[src/rtl/usb_ep0_sequencer.sv]
// EP0 control sequencer: polls the SIE, drains SETUP packets, runs SET_ADDRESS itself
// and hands every other request to the CPU. Bus outputs are zero while idle or holding.
module usb_ep0_sequencer #(
  parameter int POLL_DIV = 4,
  parameter int ADDR_W   = 16
) (
  input  logic              clk,
  input  logic              usb_reset,
  input  logic              enable,
  output logic [ADDR_W-1:0] io_addr,
  output logic              io_rd,
  output logic              io_wr,
  output logic [15:0]       io_dout,
  input  logic [15:0]       io_din,
  output logic              busy,
  output logic              setup_pending,
  input  logic              setup_done,
  output logic [63:0]       setup_data,
  output logic              setup_valid,
  output logic              setup_err,
  output logic              token_event,
  output logic [1:0]        token_type,
  output logic [3:0]        token_endp,
  output logic              addr_pending,
  output logic              addr_set
);
  localparam logic [ADDR_W-1:0] A_STATUS  = ADDR_W'(16'h0040);
  localparam logic [ADDR_W-1:0] A_TOKEN   = ADDR_W'(16'h0042);
  localparam logic [ADDR_W-1:0] A_ADDRESS = ADDR_W'(16'h0044);
  localparam logic [ADDR_W-1:0] A_EPO_CTL = ADDR_W'(16'h0048);
  localparam logic [ADDR_W-1:0] A_EPO_DAT = ADDR_W'(16'h004A);
  localparam logic [ADDR_W-1:0] A_EPI_CTL = ADDR_W'(16'h004C);

  typedef enum logic [3:0] {
    S_IDLE, S_POLL, S_TOKEN, S_CLEAR, S_CHK, S_BYTE,
    S_DECODE, S_ARM, S_STALL, S_SETADDR, S_HOLD
  } state_t;

  state_t            state_q, state_d;
  logic [7:0]        cnt_q, cnt_d;
  logic [3:0]        bcnt_q, bcnt_d;
  logic              ovf_q, ovf_d;
  logic [63:0]       data_q, data_d;
  logic [6:0]        addr_q, addr_d;
  logic              addr_pending_q, addr_pending_d;
  logic              setup_pending_q, setup_pending_d;
  logic [1:0]        tok_type_q, tok_type_d;
  logic [3:0]        tok_endp_q, tok_endp_d;
  logic [ADDR_W-1:0] io_addr_q, io_addr_d;
  logic              io_rd_q, io_rd_d, io_wr_q, io_wr_d;
  logic [15:0]       io_dout_q, io_dout_d;
  logic              busy_q, busy_d;
  logic              setup_valid_q, setup_valid_d;
  logic              setup_err_q, setup_err_d;
  logic              token_event_q, token_event_d;
  logic              addr_set_q, addr_set_d;
  logic              is_setaddr;
  logic              unused_din;

  assign unused_din = ^io_din[15:8];
  assign is_setaddr = (data_q[7:0] == 8'h00) && (data_q[15:8] == 8'h05);

  always_comb begin
    state_d         = state_q;
    cnt_d           = cnt_q;
    bcnt_d          = bcnt_q;
    ovf_d           = ovf_q;
    data_d          = data_q;
    addr_d          = addr_q;
    addr_pending_d  = addr_pending_q;
    setup_pending_d = setup_pending_q;
    tok_type_d      = tok_type_q;
    tok_endp_d      = tok_endp_q;
    token_event_d   = 1'b0;
    case (state_q)
      S_IDLE: begin
        if (cnt_q != 8'(POLL_DIV - 1)) cnt_d = cnt_q + 8'd1;
        if (enable && !setup_pending_q && cnt_q == 8'(POLL_DIV - 1)) begin
          state_d = S_POLL;
          cnt_d   = 8'd0;
        end
      end
      S_POLL:  state_d = io_din[0] ? S_TOKEN : S_IDLE;
      S_TOKEN: begin
        tok_type_d = io_din[5:4];
        tok_endp_d = io_din[3:0];
        state_d    = S_CLEAR;
      end
      S_CLEAR: begin
        if (tok_type_q == 2'b11 && tok_endp_q == 4'd0) begin
          addr_pending_d = 1'b0;
          bcnt_d         = 4'd0;
          ovf_d          = 1'b0;
          state_d        = S_CHK;
        end else if (tok_type_q == 2'b10 && tok_endp_q == 4'd0 && addr_pending_q) begin
          state_d = S_SETADDR;
        end else begin
          token_event_d = 1'b1;
          state_d       = S_IDLE;
        end
      end
      S_CHK: begin
        if (!io_din[0])           state_d = S_BYTE;
        else if (bcnt_q == 4'd8)  state_d = S_DECODE;
        else                      state_d = S_STALL;
      end
      S_BYTE: begin
        if (bcnt_q[3]) begin
          ovf_d = 1'b1;
        end else begin
          data_d[{bcnt_q[2:0], 3'b000} +: 8] = io_din[7:0];
          bcnt_d = bcnt_q + 4'd1;
        end
        state_d = S_CHK;
      end
      S_DECODE: begin
        if (ovf_q) begin
          state_d = S_STALL;
        end else if (is_setaddr) begin
          addr_d         = data_q[22:16];
          addr_pending_d = 1'b1;
          state_d        = S_ARM;
        end else begin
          state_d = S_HOLD;
        end
      end
      S_ARM, S_STALL: state_d = S_IDLE;
      S_SETADDR: begin
        addr_pending_d = 1'b0;
        state_d        = S_IDLE;
      end
      S_HOLD: begin
        if (setup_done) begin
          setup_pending_d = 1'b0;
          state_d         = S_IDLE;
        end
      end
      default: state_d = S_IDLE;
    endcase

    // Outputs are registered from the next state so they line up with the state cycle.
    io_addr_d     = '0;
    io_rd_d       = 1'b0;
    io_wr_d       = 1'b0;
    io_dout_d     = 16'h0000;
    case (state_d)
      S_POLL:    begin io_rd_d = 1'b1; io_addr_d = A_STATUS;  end
      S_TOKEN:   begin io_rd_d = 1'b1; io_addr_d = A_TOKEN;   end
      S_CLEAR:   begin io_wr_d = 1'b1; io_addr_d = A_STATUS;  io_dout_d = 16'h0001; end
      S_CHK:     begin io_rd_d = 1'b1; io_addr_d = A_EPO_CTL; end
      S_BYTE:    begin io_rd_d = 1'b1; io_addr_d = A_EPO_DAT; end
      S_ARM:     begin io_wr_d = 1'b1; io_addr_d = A_EPI_CTL; io_dout_d = 16'h0002; end
      S_STALL:   begin io_wr_d = 1'b1; io_addr_d = A_EPI_CTL; io_dout_d = 16'h0004; end
      S_SETADDR: begin io_wr_d = 1'b1; io_addr_d = A_ADDRESS; io_dout_d = {9'b0, addr_q}; end
      default: ;
    endcase
    busy_d        = (state_d != S_IDLE) && (state_d != S_HOLD);
    setup_valid_d = (state_d == S_DECODE) && !ovf_q && !is_setaddr;
    if (setup_valid_d) setup_pending_d = 1'b1;
    setup_err_d   = (state_d == S_STALL);
    addr_set_d    = (state_d == S_SETADDR);
  end

  always_ff @(posedge clk) begin
    if (usb_reset) begin
      state_q         <= S_IDLE;
      cnt_q           <= 8'd0;
      bcnt_q          <= 4'd0;
      ovf_q           <= 1'b0;
      data_q          <= 64'd0;
      addr_q          <= 7'd0;
      addr_pending_q  <= 1'b0;
      setup_pending_q <= 1'b0;
      tok_type_q      <= 2'b00;
      tok_endp_q      <= 4'd0;
      io_addr_q       <= '0;
      io_rd_q         <= 1'b0;
      io_wr_q         <= 1'b0;
      io_dout_q       <= 16'h0000;
      busy_q          <= 1'b0;
      setup_valid_q   <= 1'b0;
      setup_err_q     <= 1'b0;
      token_event_q   <= 1'b0;
      addr_set_q      <= 1'b0;
    end else begin
      state_q         <= state_d;
      cnt_q           <= cnt_d;
      bcnt_q          <= bcnt_d;
      ovf_q           <= ovf_d;
      data_q          <= data_d;
      addr_q          <= addr_d;
      addr_pending_q  <= addr_pending_d;
      setup_pending_q <= setup_pending_d;
      tok_type_q      <= tok_type_d;
      tok_endp_q      <= tok_endp_d;
      io_addr_q       <= io_addr_d;
      io_rd_q         <= io_rd_d;
      io_wr_q         <= io_wr_d;
      io_dout_q       <= io_dout_d;
      busy_q          <= busy_d;
      setup_valid_q   <= setup_valid_d;
      setup_err_q     <= setup_err_d;
      token_event_q   <= token_event_d;
      addr_set_q      <= addr_set_d;
    end
  end

  assign io_addr       = io_addr_q;
  assign io_rd         = io_rd_q;
  assign io_wr         = io_wr_q;
  assign io_dout       = io_dout_q;
  assign busy          = busy_q;
  assign setup_pending = setup_pending_q;
  assign setup_data    = data_q;
  assign setup_valid   = setup_valid_q;
  assign setup_err     = setup_err_q;
  assign token_event   = token_event_q;
  assign token_type    = tok_type_q;
  assign token_endp    = tok_endp_q;
  assign addr_pending  = addr_pending_q;
  assign addr_set      = addr_set_q;
endmodule

[config.mk]
export PLATFORM = sky130hd
export DESIGN_NAME = usb_ep0_sequencer
export DESIGN_NICKNAME = d
export VERILOG_FILES = /design/src/rtl/usb_ep0_sequencer.sv
export SDC_FILE = /design/constraint.sdc
export NUM_CORES = 1
export LEC_CHECK = 0
export BUFFER_PORTS_ARGS = -buffer_cell sky130_fd_sc_hd__buf_2
export CELL_PAD_IN_SITES_DETAIL_PLACEMENT = 0
export CELL_PAD_IN_SITES_GLOBAL_PLACEMENT = 1
export CORE_MARGIN = 2
export CORE_UTILIZATION = 30
export DETAILED_ROUTE_END_ITERATION = 16
export GPL_TIMING_DRIVEN = 1
export HOLD_SLACK_MARGIN = 0.05
export PLACE_DENSITY = 0.67
export SLEW_MARGIN = 20
export SYNTH_ARGS = -nofsm -noshare
export SYNTH_HDL_FRONTEND = slang
export SYNTH_SLANG_ARGS = --single-unit
[constraint.sdc]
create_clock -name clk -period 3.1 [get_ports clk]
set_input_delay 0.465 -clock clk [delete_from_list [all_inputs] [get_ports clk]]
set_output_delay 0.465 -clock clk [all_outputs]
set_load 0.03 [all_outputs]
* Word-level counts from Yosys, hierarchy flattened
Cells that the tools add are included.
** Storage, ports and cells
- Output and inout port bits :: 111
- Input bits :: 20
- Bits in latches :: 0
- Memories :: 0
- Bits in registers :: 135
- RAM bits :: 0
- ROM bits :: 0
** Operators by class
- Magnitude comparators :: 0
- $mul :: 0
- Add/sub/neg operators :: 3
- Bitwise logic cells :: 3
- Div/mod/pow operators :: 0
- Equal/unequal tests :: 29
- Shift-type cells :: 2
- Muxes and demuxes :: 30
- Reduce and logical (&&, ||, !) cells :: 34
** Operators with widths (count)
- $bwmux W64 :: 1
- $shift A8 B8 Y64 const A :: 1
- $shiftx A8 B8 Y64 :: 1
- $pmux W7 S6 :: 1
- $mux W4 :: 10
- $pmux W4 S8 :: 1
- $eq A4 B3 Y1 const B :: 7
- $pmux W7 S4 :: 1
- $eq A4 B4 Y1 const B :: 5
- $eq A4 B2 Y1 const B :: 4
- $mux W8 :: 2
- $mux W1 :: 10
- $ne A2 B2 Y1 const B :: 5
- $logic_and A1 B1 Y1 :: 9
- $reduce_and A3 Y1 :: 3
- $add A8 B1 Y8 const B :: 1
- $eq A4 B1 Y1 const B :: 2
- $eq A8 B2 Y1 const B :: 1
- $eq A8 B3 Y1 const B :: 1
- $logic_not A4 Y1 :: 2
- $logic_not A8 Y1 :: 1
- $ne A8 B2 Y1 const B :: 1
- $neg A6 Y8 :: 1
- $pmux W4 S2 :: 1
- other kinds (16) :: 29

* Depth between registers and ports, before layout
- Word-level depth :: 11
- Depth in mapped cells :: 10

* Worst setup path before layout
Ideal clock, no wire load.
- Kind :: flip-flop to flip-flop
- Start point :: reg bcnt_q[0]
- End point :: reg data_q[32], in the netlist setup_data[32]
- Stages on the path, launching flop included :: 9
- Path buffers :: 1
- Arrival :: 2.372 ns
- Clock period less this slack :: 2.500 ns
- Slack :: 0.600 ns
- Cell sequence :: dfxtp_1 -> clkbuf_1 -> inv_1 -> ha_1 -> ha_1 -> nand4b_1 -> nor4_4 -> mux2i_1 -> nor2_1
** On the way
- Word-level cells in the longest chain between the ends :: 3
** Ends and longest elaborated chain
- from (decl) :: RTL line 41 : logic [3:0] bcnt_q, bcnt_d;
- from (signal assigned) :: RTL line 188 : bcnt_q <= bcnt_d;
- $neg A6 Y8 * :: RTL line 111 : data_d[{bcnt_q[2:0], 3'b000} +: 8] = io_din[7:0];
- $shiftx A8 B8 Y64 / $shift A8 B8 Y64 (equally long branches) :: RTL line 111
- $bwmux W64 * :: RTL line 111
- to (signal assigned) :: RTL line 190 : data_q <= data_d;
- to (decl) :: RTL line 43 : logic [63:0] data_q, data_d;
Every way passes the cells marked *; elsewhere a longest branch is shown, timed or not.
A chain may end at the register's enable or synchronous reset.

* Worst setup path in the final report
- Start point :: reg bcnt_q[1]
- End point :: reg data_q[31], in the netlist setup_data[31]
The elaborated chain is that of the path after synthesis.

==> results.ini <==
[logic_synthesis]
synth_top_area_share_pct = 48.11
synthTopCellsByArea = dfxtp_1 (48%), mux2i_1 (14%), nor2_1 (7.3%)
synthesis.area_sq_um = 4743
yosysSeqAreaShare_pct = 48.11
async_flop_share_pct = 0
ys.flop_type = dfxtp_1
yosysWarnings = 0
yosysUniqueCellTypes = 57
syn-instance-count = 505
synth_common_cells = dfxtp_1 (114), nor2_1 (92), mux2i_1 (65)
post-synth-top-area-cell = dfxtp_1
post-synth-top-count-cell = dfxtp_1
synth_fa_ha_area_share_pct = 1.055
synth.avg_cell_area_sq_um = 9.393
synth_mux_area_share_pct = 13.72
synthXorXnorAreaFrac_pct = 0.9232
synth_edf_count = 0
synth_compound_area_share_pct = 7.386
yosys.area_share.simple_pct = 23.11
synth_seq_cells = 114
synth_top_family_by_area = simple AND/OR/NAND/NOR gates

[floorplan]
io-pin-count = 131
die_h_um = 129.7
core-area_sq_um = 15310
initial_core_util_pct = 30.97
fp.dieW_um = 129.7
dieArea_sq_um = 16830
rows = 45

[sta]
setup_viol = 0
fin_skew_ns = 0.005409
rsz0062_at_grt = no
post-route-min-period_ns = 2.518
maxSlewHeadroom_pct = 49.84
fmax_ghz = 0.3971
hold_violations = 0
slew_violations = 0
setup_ws_ns = 0.5816
tightest_slew_ns = 0.7466
finalSetupTns_ns = 0
fin_crit_sh_pct = 81.24

[final_layout]
area_growth_pct = 27.01
multi_input_area_sq_um = 2270
fillerInstances = 1580
seq_area_sq_um = 2282
antennaDiodeCount = 0
layout-drive-gt1-share_pct = 24.52
nets = 631

[grt]
grt_max_degree = 55
grt_first_pass_wirelength_um = 19510
grt_use_total_pct = 15.27
antenna_found_initial = 0
grt_overflow = 0
grt_pass1_vias = 3695

[route]
postRouteAntennaNets = 0
drc = 0
drt-wirelength-per-cell_um = 15.00
vias_per_cell = 4.611
drt_iter0_drc = 242
firstDrtPassIters = 4
drt_wl_total_um = 12470
vias = 3832

[clock_tree]
cts_hold_buf = 0
post-cts-setup-buffers = 0
cts-root-buf = clkbuf_16
htree_levels = 4
clock-sinks = 114
cts_buffers = 17
clk_latency_ns = 0.41
cts_buffer_depth = 2
cts_tree = yes
clkTransAtPathRegs_ns = 0.05
post_cts_resized = 0

[setup_path]
endpoint = setup_data[31]$_SDFFE_PP0P_
rr_worst_depth = 7
path_class = reg2reg
required_ns = 3.39
worstSetupStartpoint = bcnt_q[1]$_SDFFE_PP0P_
r2r-start = bcnt_q[1]$_SDFFE_PP0P_
worstSetupEndpointType = register
ff2ff_setup_slack_ns = 0.58
reg2reg_to = setup_data[31]$_SDFFE_PP0P_
worstPathArrival_ns = 2.81
worstSetupStartpointType = register
crit_fanout = 8

[power]
p_per_area_nw_per_um2 = 608.2
leakagePower_nw = 2.518
p_total_mw = 3.664
peakVddDrop_mv = 0.3563

[placed_design]
place_hpwl_um = 8715
dp_slack_ns = 0.5450
gp_congestion = 0.8140
io_buffers = 101

[worst_hold_path]
hp-class = in2reg

[run_status]
status = finished clean

[job]
cap_violations = 0

kinds of logic (layout without fill, tap and decap cells):
logic type	count (synthesis)	after routing
muxes	65	65
and+or+nand+nor	210	210
other	1	21
DFF	114	114
adders and majority gates	4	4
xor gates and xnor gates	5	5
buffers and inverters	49	144
AOI/OAI and AO/OA	57	57
worst min path at each step:
stage / start / endpoint / slack (ns) / cells past startpoint
2_1_floorplan: addr_q[3]$_SDFFE_PP0P_ / io_dout[3]$_SDFF_PP0_ / 0.43 / 1
3_3_place_gp: addr_q[5]$_SDFFE_PP0P_ / addr_q[5]$_SDFFE_PP0P_ / 0.44 / 2
3_5_place_dp: addr_q[4]$_SDFFE_PP0P_ / io_dout[4]$_SDFF_PP0_ / 0.44 / 1
4_1_cts: io_din[3] / token_endp[3]$_SDFFE_PP0P_ / 0.37 / 3
5_1_grt: io_din[3] / token_endp[3]$_SDFFE_PP0P_ / 0.38 / 3
6_report: io_din[3] / token_endp[3]$_SDFFE_PP0P_ / 0.39 / 3
flip-flops by register name, summed over array words and instances, names as in the netlist:
| register | flops |
|---|---|
| addr_pending | 1 |
| addr_q | 7 |
| addr_set | 1 |
| bcnt_q | 4 |
| busy | 1 |
| cnt_q | 8 |
| io_addr | 4 |
| io_dout | 7 |
| io_rd | 1 |
| io_wr | 1 |
| ovf_q | 1 |
| setup_data | 64 |
| setup_err | 1 |
| setup_pending | 1 |
| setup_valid | 1 |
| state_q | 4 |
| token_endp | 4 |
| token_event | 1 |
| token_type | 2 |
per-stage QoR:
| step | hold slack, ns | area [sq um] | utilization [%] | std cells |
|---|---|---|---|---|
| floorplan | 0.4296 | 4818 | - | 525 |
| finish | 0.3856 | 6025 | 39.34 | 831 |
| global placement | 0.4417 | 5400 | 35.26 | 799 |
| detailed placement | 0.4427 | 5400 | 35.26 | 799 |
| global route | 0.3767 | 6025 | 39.34 | 831 |
| CTS | 0.3657 | 6025 | 39.34 | 831 |
placed cells by master, fill, tap and decap left out, drive strengths merged, types with 3 or more instances in the layout:
cell and instances:
ha 4, xor2 4, nor3 9, o31ai 3
o21ai 8, nand3 6, a21oi 33, nor2b 3
clkbuf 23, nor4 7, nand3b 5, dfxtp 114
nand2b 8, clkinv 5, nand2 34, conb 21
buf 107, nor2 94, and2 16, nor3b 3
bufinv 3, nand4 4, mux2i 65, inv 5
or3 4
worst max-delay path: stages, from the launching register on:
cell and delay (ns):
dfxtp_1 0.43, inv_1 0.07, ha_1 0.20, ha_1 0.48, nand4b_1 0.34, nor2_2 0.58
mux2i_1 0.26, nor2_1 0.05
cell type report:
cell class / instances / share of cell area [%]
clock buffer: 23 / 8.266
clock inverter: 9 / 2.098
inverter: 5 / 0.3115
multi-input combinational: 362 / 37.67
sequential: 114 / 37.88
tap: 211 / 4.382
timing repair buffer: 107 / 9.387
report_power, final:
| part | switching (mW) | leakage (nW) | total, mW | internal (mW) |
|---|---|---|---|---|
| clock network | 0.650 | 0.309 | 2.01 | 1.36 |
| logic | 0.117 | 1.29 | 0.156 | 0.0395 |
| registers | 0.0131 | 0.918 | 1.49 | 1.48 |
| total | 0.780 | 2.52 | 3.66 | 2.88 |
per-layer routing:
metal | up-vias | share of wire [%] | GRT usage (%) | wire length, um
met5 | - | 0 | 0 | 0
met2 | 109 | 46 | 23.41 | 5716
met3 | 13 | 7.4 | 6.642 | 924
met1 | 1808 | 46 | 19.41 | 5691
met4 | 0 | 1.1 | 4.934 | 134
li1 | 1902 | - | - | -
No activity file was read; power rests on OpenSTA's default activity.
